## src/rtl/led_pattern_sched_pkg.sv

```systemverilog
// led_pattern_sched shared definitions.
// Mode and direction encodings, seed patterns, speed limit.
package led_pkg;

  typedef enum logic [1:0] {
    MODE_SHL    = 2'd0,
    MODE_SHR    = 2'd1,
    MODE_BOUNCE = 2'd2,
    MODE_BLINK  = 2'd3
  } mode_e;

  typedef enum logic {
    DIR_L = 1'b0,
    DIR_R = 1'b1
  } dir_e;

  localparam logic [15:0] SEED_SHL    = 16'h0001;
  localparam logic [15:0] SEED_SHR    = 16'h8000;
  localparam logic [15:0] SEED_BOUNCE = 16'h0001;
  localparam logic [15:0] SEED_BLINK  = 16'hFFFF;

  localparam logic [2:0] SPD_MAX = 3'd7;

  // Mode sequence wraps BLINK back to SHL.
  function automatic mode_e mode_next(mode_e m);
    return mode_e'(m + 2'd1);
  endfunction

endpackage

```

## src/rtl/led_pattern_sched_if.sv

```systemverilog
// Command pulses in, LED bank and status out.
// slave = scheduler side, master = button/consumer side.
interface led_pattern_sched_if #(
  parameter int N_LED = 16
);
  logic             cmd_mode;
  logic             cmd_fast;
  logic             cmd_slow;
  logic             cmd_pause;
  logic [N_LED-1:0] led;
  logic [1:0]       mode;
  logic [2:0]       speed;
  logic             running;
  logic             step;

  modport master (
    output cmd_mode, cmd_fast, cmd_slow, cmd_pause,
    input  led, mode, speed, running, step
  );

  modport slave (
    input  cmd_mode, cmd_fast, cmd_slow, cmd_pause,
    output led, mode, speed, running, step
  );
endinterface

```

## src/rtl/led_pattern_sched_tick_gen.sv

```systemverilog
// Loadable step-rate down-counter.
// Ticks while enabled at zero, then reloads.
module led_tick_gen #(
  parameter int BASE_DIV = 24
) (
  input  logic                clk,
  input  logic                rst,
  input  logic                i_en,
  input  logic                i_reload,
  input  logic [BASE_DIV-1:0] i_period_m1,
  output logic                o_tick
);

  logic [BASE_DIV-1:0] r_cnt;

  assign o_tick = i_en && (r_cnt == '0);

  // Count down when enabled; reload on command or on tick.
  always_ff @(posedge clk) begin
    if (rst) begin
      r_cnt <= '1;
    end else if (i_reload || o_tick) begin
      r_cnt <= i_period_m1;
    end else if (i_en) begin
      r_cnt <= r_cnt - BASE_DIV'(1);
    end
  end

endmodule

```

## src/rtl/led_pattern_sched.sv

```systemverilog
// Pausable, rate-selectable 16-LED pattern sequencer.
// Commands are single-cycle pulses; all outputs registered.
module led_pattern_sched
  import led_pkg::*;
#(
  parameter int N_LED    = 16,
  parameter int BASE_DIV = 24
) (
  input logic               clk,
  input logic               rst,
  led_pattern_sched_if.slave bus
);

  typedef enum logic {
    ST_RUN   = 1'b0,
    ST_PAUSE = 1'b1
  } state_e;

  localparam logic [N_LED-1:0] L_LSB = N_LED'(1);
  localparam logic [N_LED-1:0] L_MSB = L_LSB << (N_LED - 1);

  state_e           r_state;
  logic             r_running;
  logic [N_LED-1:0] r_led;
  mode_e            r_mode;
  logic [2:0]       r_speed;
  dir_e             r_dir;
  logic             r_step;

  logic                w_tick;
  logic                w_reload;
  logic [2:0]          w_spd_nxt;
  logic [BASE_DIV-1:0] w_period_m1;
  mode_e               w_mode_nxt;
  logic [N_LED-1:0]    w_seed;
  logic [N_LED-1:0]    w_pat;
  dir_e                w_dir_nxt;

  assign w_mode_nxt = mode_next(r_mode);

  // Any accepted rate command (one of fast/slow alone) restarts the
  // period, even when the speed is already at its limit.
  assign w_reload = bus.cmd_mode | (bus.cmd_fast ^ bus.cmd_slow);

  // Saturating speed update; fast+slow together cancel.
  always_comb begin
    w_spd_nxt = r_speed;
    if (bus.cmd_fast && !bus.cmd_slow && r_speed != SPD_MAX)
      w_spd_nxt = r_speed + 3'd1;
    else if (bus.cmd_slow && !bus.cmd_fast && r_speed != 3'd0)
      w_spd_nxt = r_speed - 3'd1;
  end

  assign w_period_m1 = BASE_DIV'(
    (64'd1 << (BASE_DIV - int'(w_spd_nxt))) - 64'd1);

  // Seed shown when entering the next mode.
  always_comb begin
    w_seed = N_LED'(SEED_SHL);
    unique case (w_mode_nxt)
      MODE_SHL:    w_seed = N_LED'(SEED_SHL);
      MODE_SHR:    w_seed = N_LED'(SEED_SHR);
      MODE_BOUNCE: w_seed = N_LED'(SEED_BOUNCE);
      MODE_BLINK:  w_seed = N_LED'(SEED_BLINK);
    endcase
  end

  // Pattern value after one tick in the current mode.
  always_comb begin
    w_pat     = r_led;
    w_dir_nxt = r_dir;
    unique case (r_mode)
      MODE_SHL: w_pat = {r_led[N_LED-2:0], r_led[N_LED-1]};
      MODE_SHR: w_pat = {r_led[0], r_led[N_LED-1:1]};
      MODE_BOUNCE: begin
        if (r_dir == DIR_L) begin
          if (r_led == L_MSB) begin
            w_pat     = L_MSB >> 1;
            w_dir_nxt = DIR_R;
          end else begin
            w_pat = r_led << 1;
          end
        end else begin
          if (r_led == L_LSB) begin
            w_pat     = L_LSB << 1;
            w_dir_nxt = DIR_L;
          end else begin
            w_pat = r_led >> 1;
          end
        end
      end
      MODE_BLINK: w_pat = ~r_led;
    endcase
  end

  led_tick_gen #(
    .BASE_DIV (BASE_DIV)
  ) u_tick (
    .clk         (clk),
    .rst         (rst),
    .i_en        (r_running),
    .i_reload    (w_reload),
    .i_period_m1 (w_period_m1),
    .o_tick      (w_tick)
  );

  // Run/pause FSM plus mode, speed and pattern registers.
  always_ff @(posedge clk) begin
    if (rst) begin
      r_state   <= ST_RUN;
      r_running <= 1'b1;
      r_led     <= L_LSB;
      r_mode    <= MODE_SHL;
      r_speed   <= 3'd0;
      r_dir     <= DIR_L;
      r_step    <= 1'b0;
    end else begin
      r_speed <= w_spd_nxt;
      r_step  <= w_tick & ~bus.cmd_mode;
      if (bus.cmd_pause) begin
        unique case (r_state)
          ST_RUN: begin
            r_state   <= ST_PAUSE;
            r_running <= 1'b0;
          end
          ST_PAUSE: begin
            r_state   <= ST_RUN;
            r_running <= 1'b1;
          end
        endcase
      end
      if (bus.cmd_mode) begin
        r_mode <= w_mode_nxt;
        r_led  <= w_seed;
        r_dir  <= DIR_L;
      end else if (w_tick) begin
        r_led <= w_pat;
        r_dir <= w_dir_nxt;
      end
    end
  end

  assign bus.led     = r_led;
  assign bus.mode    = r_mode;
  assign bus.speed   = r_speed;
  assign bus.running = r_running;
  assign bus.step    = r_step;

endmodule

```

## src/flat_wrapper.sv

```systemverilog
// flat-port wrapper written by rule: the top's interface ports become plain ports
module led_pattern_sched_flat import led_pkg::*;
#(
  parameter int N_LED    = 16,
  parameter int BASE_DIV = 24
)
  (clk, rst, bus_cmd_mode, bus_cmd_fast, bus_cmd_slow, bus_cmd_pause, bus_led, bus_mode, bus_speed, bus_running, bus_step);
  led_pattern_sched_if #(.N_LED(N_LED)) bus_i ();
  input logic clk;
  input logic rst;
  input wire logic [$bits(bus_i.cmd_mode)-1:0] bus_cmd_mode;
  input wire logic [$bits(bus_i.cmd_fast)-1:0] bus_cmd_fast;
  input wire logic [$bits(bus_i.cmd_slow)-1:0] bus_cmd_slow;
  input wire logic [$bits(bus_i.cmd_pause)-1:0] bus_cmd_pause;
  output wire logic [$bits(bus_i.led)-1:0] bus_led;
  output wire logic [$bits(bus_i.mode)-1:0] bus_mode;
  output wire logic [$bits(bus_i.speed)-1:0] bus_speed;
  output wire logic [$bits(bus_i.running)-1:0] bus_running;
  output wire logic [$bits(bus_i.step)-1:0] bus_step;
  assign bus_i.cmd_mode = bus_cmd_mode;
  assign bus_i.cmd_fast = bus_cmd_fast;
  assign bus_i.cmd_slow = bus_cmd_slow;
  assign bus_i.cmd_pause = bus_cmd_pause;
  assign bus_led = bus_i.led;
  assign bus_mode = bus_i.mode;
  assign bus_speed = bus_i.speed;
  assign bus_running = bus_i.running;
  assign bus_step = bus_i.step;
  led_pattern_sched #(.N_LED(N_LED), .BASE_DIV(BASE_DIV)) u_core (.clk(clk), .rst(rst), .bus(bus_i));
endmodule
```

## config.mk

```make
export PLATFORM = sky130hd
export DESIGN_NAME = led_pattern_sched_flat
export DESIGN_NICKNAME = d
export VERILOG_FILES = /design/src/rtl/led_pattern_sched_pkg.sv /design/src/rtl/led_pattern_sched_if.sv /design/src/rtl/led_pattern_sched_tick_gen.sv /design/src/rtl/led_pattern_sched.sv /design/src/flat_wrapper.sv
export SDC_FILE = /design/constraint.sdc
export NUM_CORES = 1
export LEC_CHECK = 0
export BUFFER_PORTS_ARGS = -buffer_cell sky130_fd_sc_hd__buf_2
export CAP_MARGIN = 20
export CORE_ASPECT_RATIO = 1.75
export CORE_MARGIN = 2
export CORE_UTILIZATION = 50
export DETAILED_ROUTE_END_ITERATION = 8
export GPL_ROUTABILITY_DRIVEN = 0
export HOLD_SLACK_MARGIN = 0.12
export PLACE_DENSITY = 0.72
export SLEW_MARGIN = 20
export SYNTH_ARGS = -nofsm -noshare
export SYNTH_HDL_FRONTEND = slang
export SYNTH_SLANG_ARGS = --single-unit
```

## constraint.sdc

```tcl
create_clock -name clk -period 3.74 [get_ports clk]
set_input_delay 0.187 -clock clk [delete_from_list [all_inputs] [get_ports clk]]
set_output_delay 0.187 -clock clk [all_outputs]
set_load 0.05 [all_outputs]
```

== After elaboration in Yosys (flattened, before gate mapping) ==
Cells that the tools add are included.
Widths: inputs -> output; s select.
Operators by class
  add/sub/neg operators: 6
  $mul: 0
  div/mod/pow operators: 0
  magnitude comparators: 0
  eq/ne operators: 9
  shift operators: 1
  muxes and demuxes: 16
  bitwise operators: 6
  reductions and logical operators: 17
Operators with widths (number)
  $mux 16: 4
  $pmux 16 s4: 1
  $mux 24: 2
  $pmux 16 s3: 1
  $sub 24x1->24 const B: 2
  $shl 1x32->24 const A: 1
  $logic_not 24->1: 1
  $eq 16x1->1 const B: 1
  $eq 16x16->1 const B: 1
  $not 16->16: 1
  $mux 15: 1
  $eq 2x2->1 const B: 4
  $mux 3: 2
  $sub 5x3->6 const A: 1
  $logic_and 1x1->1: 5
  $eq 2x1->1 const B: 2
  $logic_not 2->1: 2
  $pmux 1 s2: 2
  $reduce_bool 2->1: 2
  $reduce_or 2->1: 2
  $add 3x1->3 const B: 1
  $mux 1: 3
  $ne 3x3->1 const B: 1
  $reduce_bool 3->1: 1
  9 further kinds: 11
Word-level totals
  register bits: 49
  bits in latches: 0
  memory bits (writable): 0
  ROM bits: 0
  output and inout bits: 23
  logic and storage cells: 63
  memories: 0

== Logic depth before layout (Yosys ltp) ==
  depth in word-level cells: 9
  mapped depth: 16
  gate-level depth less buffers: 12

== Cells and area by module ==
From an unflattened synthesis, not the netlist that was laid out.
Second synthesis, totals
  cell total of the unflattened synthesis: 390
  area, all modules: 3216.8 um2
By module, submodules not included
  led_pattern_sched: times used 1, cells each 231, area each 1804.2 um2, sequential area each 500.5 um2
  led_tick_gen: times used 1, cells each 159, area each 1412.6 um2, sequential area each 480.5 um2

== Least setup slack after synthesis ==
Ideal clock, no wire load.
  kind: register to register
  from: register u_core.r_running (netlist: u_core.bus.running)
  to: register u_core.u_tick.r_cnt[10]
  library setup time: 0.122 ns
  arrival time: 3.241 ns
  data required time: 3.618 ns
  path slack: 0.377 ns
  stages on the path, launching flop included: 13
  path buffers: 3
  clock period less this slack: 3.363 ns
  path through: dfxtp_1 nor4b_2 nand3b_1 o41a_1 clkbuf_1 clkbuf_1 nand2_1 ha_1 clkbuf_1 o211ai_1 a21oi_1 o22ai_1 a221o_1
On the way
  longest elaborated chain between the ends: 3
Ends and longest elaborated chain
  from (decl): RTL line led_pattern_sched.sv:23  | logic r_running;
  from (signal assigned): RTL line led_pattern_sched.sv:111  | r_running <= 1'b1;
  from (signal assigned): RTL line led_pattern_sched.sv:124  | r_running <= 1'b0;
  from (signal assigned): RTL line led_pattern_sched.sv:128  | r_running <= 1'b1;
  $logic_and 1x1->1: RTL line led_pattern_sched_tick_gen.sv:16  | assign o_tick = i_en && (r_cnt == '0);
  $logic_or 1x1->1: RTL line led_pattern_sched_tick_gen.sv:22  | end else if (i_reload || o_tick) begin
  $mux 24 / $reduce_bool 2->1 (equally long branches)
  to (signal assigned): RTL line led_pattern_sched_tick_gen.sv:23  | r_cnt <= i_period_m1;
  to (signal assigned): RTL line led_pattern_sched_tick_gen.sv:25  | r_cnt <= r_cnt - BASE_DIV'(1);
  to (decl): RTL line led_pattern_sched_tick_gen.sv:14  | logic [BASE_DIV-1:0] r_cnt;
Several ways; a longest one is shown, not always the timed one.
A chain may end at the register's enable or synchronous reset.

== Worst setup path in the final report ==
  from: register u_core.u_tick.r_cnt[5]
  to: register u_core.u_tick.r_cnt[18]
On the way
  longest elaborated chain between the ends: 4
Ends and longest elaborated chain
  parallel branches: the longest is 4 deep, another holds $sub 24x1->24
Parallel ways; which one is timed is not known. The select of a mux whose other input is x is not followed.

==> impl_metrics.toml <==
[clock_network]
clk_pin_slew_ns = 0.07
cts_buffers = 5
cts_resized = 0
root_buffer = "clkbuf_16"
cts_max_level = 2
clock_sinks = 49
cts_setup_buffers = 0
insertion_delay_ns = 0.30
cts_tree = "yes"
cts-hold-fix-buffers = 0
clock_path_buffers = 2

[route]
dr.pass1.iters = 5
vias_per_cell = 6.61
ant_nets = 0
drt-initial-drc-count = 441
wire_per_inst_microns = 17.8
drc = 0
vias = 3558
routed_wl_microns = 9600

[global_routing]
use_met3_pct = 4.31
grt_max_degree = 32
track_usage_pct = 27.0
overflow = 0
grt.met1_usage_pct = 27.7
top_usage_layer = "met2"
met2_usage_pct = 49.3
antenna_found_initial = 0
grt_pass1_vias = 3501
grt_pass1_wl_microns = 15900

[logic_synthesis]
ys_seq_area_share_pct = 29.4
synth-async-reset-ratio_pct = 0
yosys_register_bits = 49
synth_flop_cell = "dfxtp_1"
ys_types = 61
synth_top_area_share_pct = 29.4
synthCells = 439
syn-num-nets = 456
yosysTopAreaCell = "dfxtp_1"
synth_area_leaders = "dfxtp_1 29%, nand2_1 6.0%, o21ai_0 5.0%"
synth_edf_count = 0
yosysWarnings = 0
syn-cell-area_sq_um = 3330
avgSynthCellArea_sq_um = 7.59

[setup_path]
path_class = "reg2reg"
cp_data_required_time_ns = 3.92
crit_chain = "nor3_1 -> nand2_1 -> o41a_1 -> nand2_1 -> ha_1 -> and3_1 -> a21oi_1 -> nor2_1 -> xnor2_1 -> a211oi_1 -> a211o_1"
critPathCaptureType = "register"
crit_top_cell = "nand2_1"
worstPathMaxFanout = 14
critPathMaxStageDelay_ns = 0.66
cp-startpoint = "u_core.u_tick.r_cnt[5]"
cp.arrival_ns = 3.53
crit_slowest_cell = "o41a_1"
r2r-start = "u_core.u_tick.r_cnt[5]"
startpoint_type = "register"

[power]
powerDensity_nw_per_um2 = 451
p_seq_share_pct = 39.5
pwr-share-comb_pct = 33.1
swShare_pct = 38.6
p_switching_uw = 637
power_frac_clock_pct = 27.4
leakage_uw = 0.00138
internal_power_uw = 1010
finalPower_uw = 1650
peakVddDrop_mv = 0.319

[final_layout]
antenna_cells = 0
area_delta_synth_final_pct = 9.80
instances_no_fill = 538
nFillCells = 609
mostFrequentLayoutCell = "nand2_1"
fin_util_pct = 56.4
nets = 472
drive_above_1_share_pct = 11.6
final_cell_mix = "53 x nand2_1, 49 x dfxtp_1, 33 x o21ai_0"

[die]
die_w_microns = 65.7
dieHeight_microns = 112
num_rows = 39
core_sq_um = 6490
start_util_pct = 51.4
die_area_sq_um = 7360
pin_count = 29

[sta]
tightestPinTransition_ns = 0.892
clock_skew_ns = 0.00610
finalSetupTns_ns = 0
maxSlewViolCount = 0
setup_viol = 0
fin_crit_ns = 3.35
period_share_pct = 89.6
max_clock_freq_mhz = 299
relSlewSlack_pct = 40.3
whs_ns = 0.152
rsz0062_at_grt = "no"
hold_violations = 0

[run_status]
status = "completed"

[placed_design]
placed_cells = 530
hpwl_microns = 6900
port_buffers = 28

[min_path]
hp-class = "in2reg"
hold_start = "bus_cmd_pause"

[job]
max_cap_violations = 0
[cells by family (layout without fill, tap and decap cells)]
kind of cell / after synthesis / in the layout / synth area share, %
AOI/OAI and AO/OA: 163 / 163 / 34.5
xor gates and xnor gates: 7 / 7 / 1.84
adders and majority gates: 11 / 11 / 4.13
buffers and inverters: 51 / 68 / 5.93
DFF: 49 / 49 / 29.4
muxes: 2 / 2 / 0.638
and+or+nand+nor: 156 / 156 / 23.5
[area by class of cell]
cell class	instances	area [sq um]	share of cell area, %
multi-input combinational	339	2150	58.9
sequential	49	981	26.8
timing repair buffer	33	178	4.85
clock buffer	5	125	3.42
tap	82	103	2.80
inverter	27	101	2.77
clock inverter	3	17.5	0.479
[power groups by stage]
stage,clock network [uW],registers (uW),logic (uW)
2_1_floorplan,0,704,363
3_3_place_gp,0,660,524
3_5_place_dp,0,661,536
4_1_cts,459,648,540
5_1_grt,481,658,602
6_report,452,652,547
[flip-flops by register name (all words and copies together) (netlist names)]
register             cells
u_core.u_tick.r_cnt     24
u_core.bus.led          16
u_core.bus.speed         3
u_core.bus.mode          2
u_core.bus.running       1
u_core.bus.step          1
u_core.r_dir             1
u_core.r_state           1
[worst max-delay path, delay by kind of cell, from the launching register on]
| kind | cells | cell delay [ns] |
|---|---|---|
| and+or+nand+nor | 5 | 1.23 |
| AOI/OAI and AO/OA | 4 | 1.15 |
| adders and majority gates | 1 | 0.36 |
| DFF | 1 | 0.35 |
| xor gates and xnor gates | 1 | 0.14 |
[cells in the mapped netlist, drive strengths merged, types with 8 or more instances]
master  instances
a221o          13
nor3           12
nor4            8
nand3          15
ha             11
o211ai          8
clkbuf         16
dfxtp          49
o21ai          38
nor2           31
and3            8
buf             8
a21oi          31
a21o           10
a31oi           8
inv            27
a21boi          8
nand2          53
[final timing paths]
kind                                  end  slack (ns)  cells past startpoint
setup / recovery  u_core.u_tick.r_cnt[18]        0.39                     11
hold / removal         u_core.bus.running        0.15                      2
setup reg to reg  u_core.u_tick.r_cnt[18]        0.39                     11
hold reg to reg        u_core.bus.running        0.51                      2
[per-layer routing]
layer,vias to the layer above,part of all wire [%]
met2,154,53
met1,1686,38
met4,0,4.4
li1,1678,-
met3,40,4.5
met5,-,0
[through the flow]
step | cell area (sq um) | worst slack, ns
after floorplan | 3330 | 0.377
after global placement | 3520 | 0.566
after detailed placement | 3520 | 0.468
after CTS | 3660 | 0.461
after global routing | 3660 | 0.174
final | 3660 | 0.391
No activity file was read; power rests on OpenSTA's default activity.
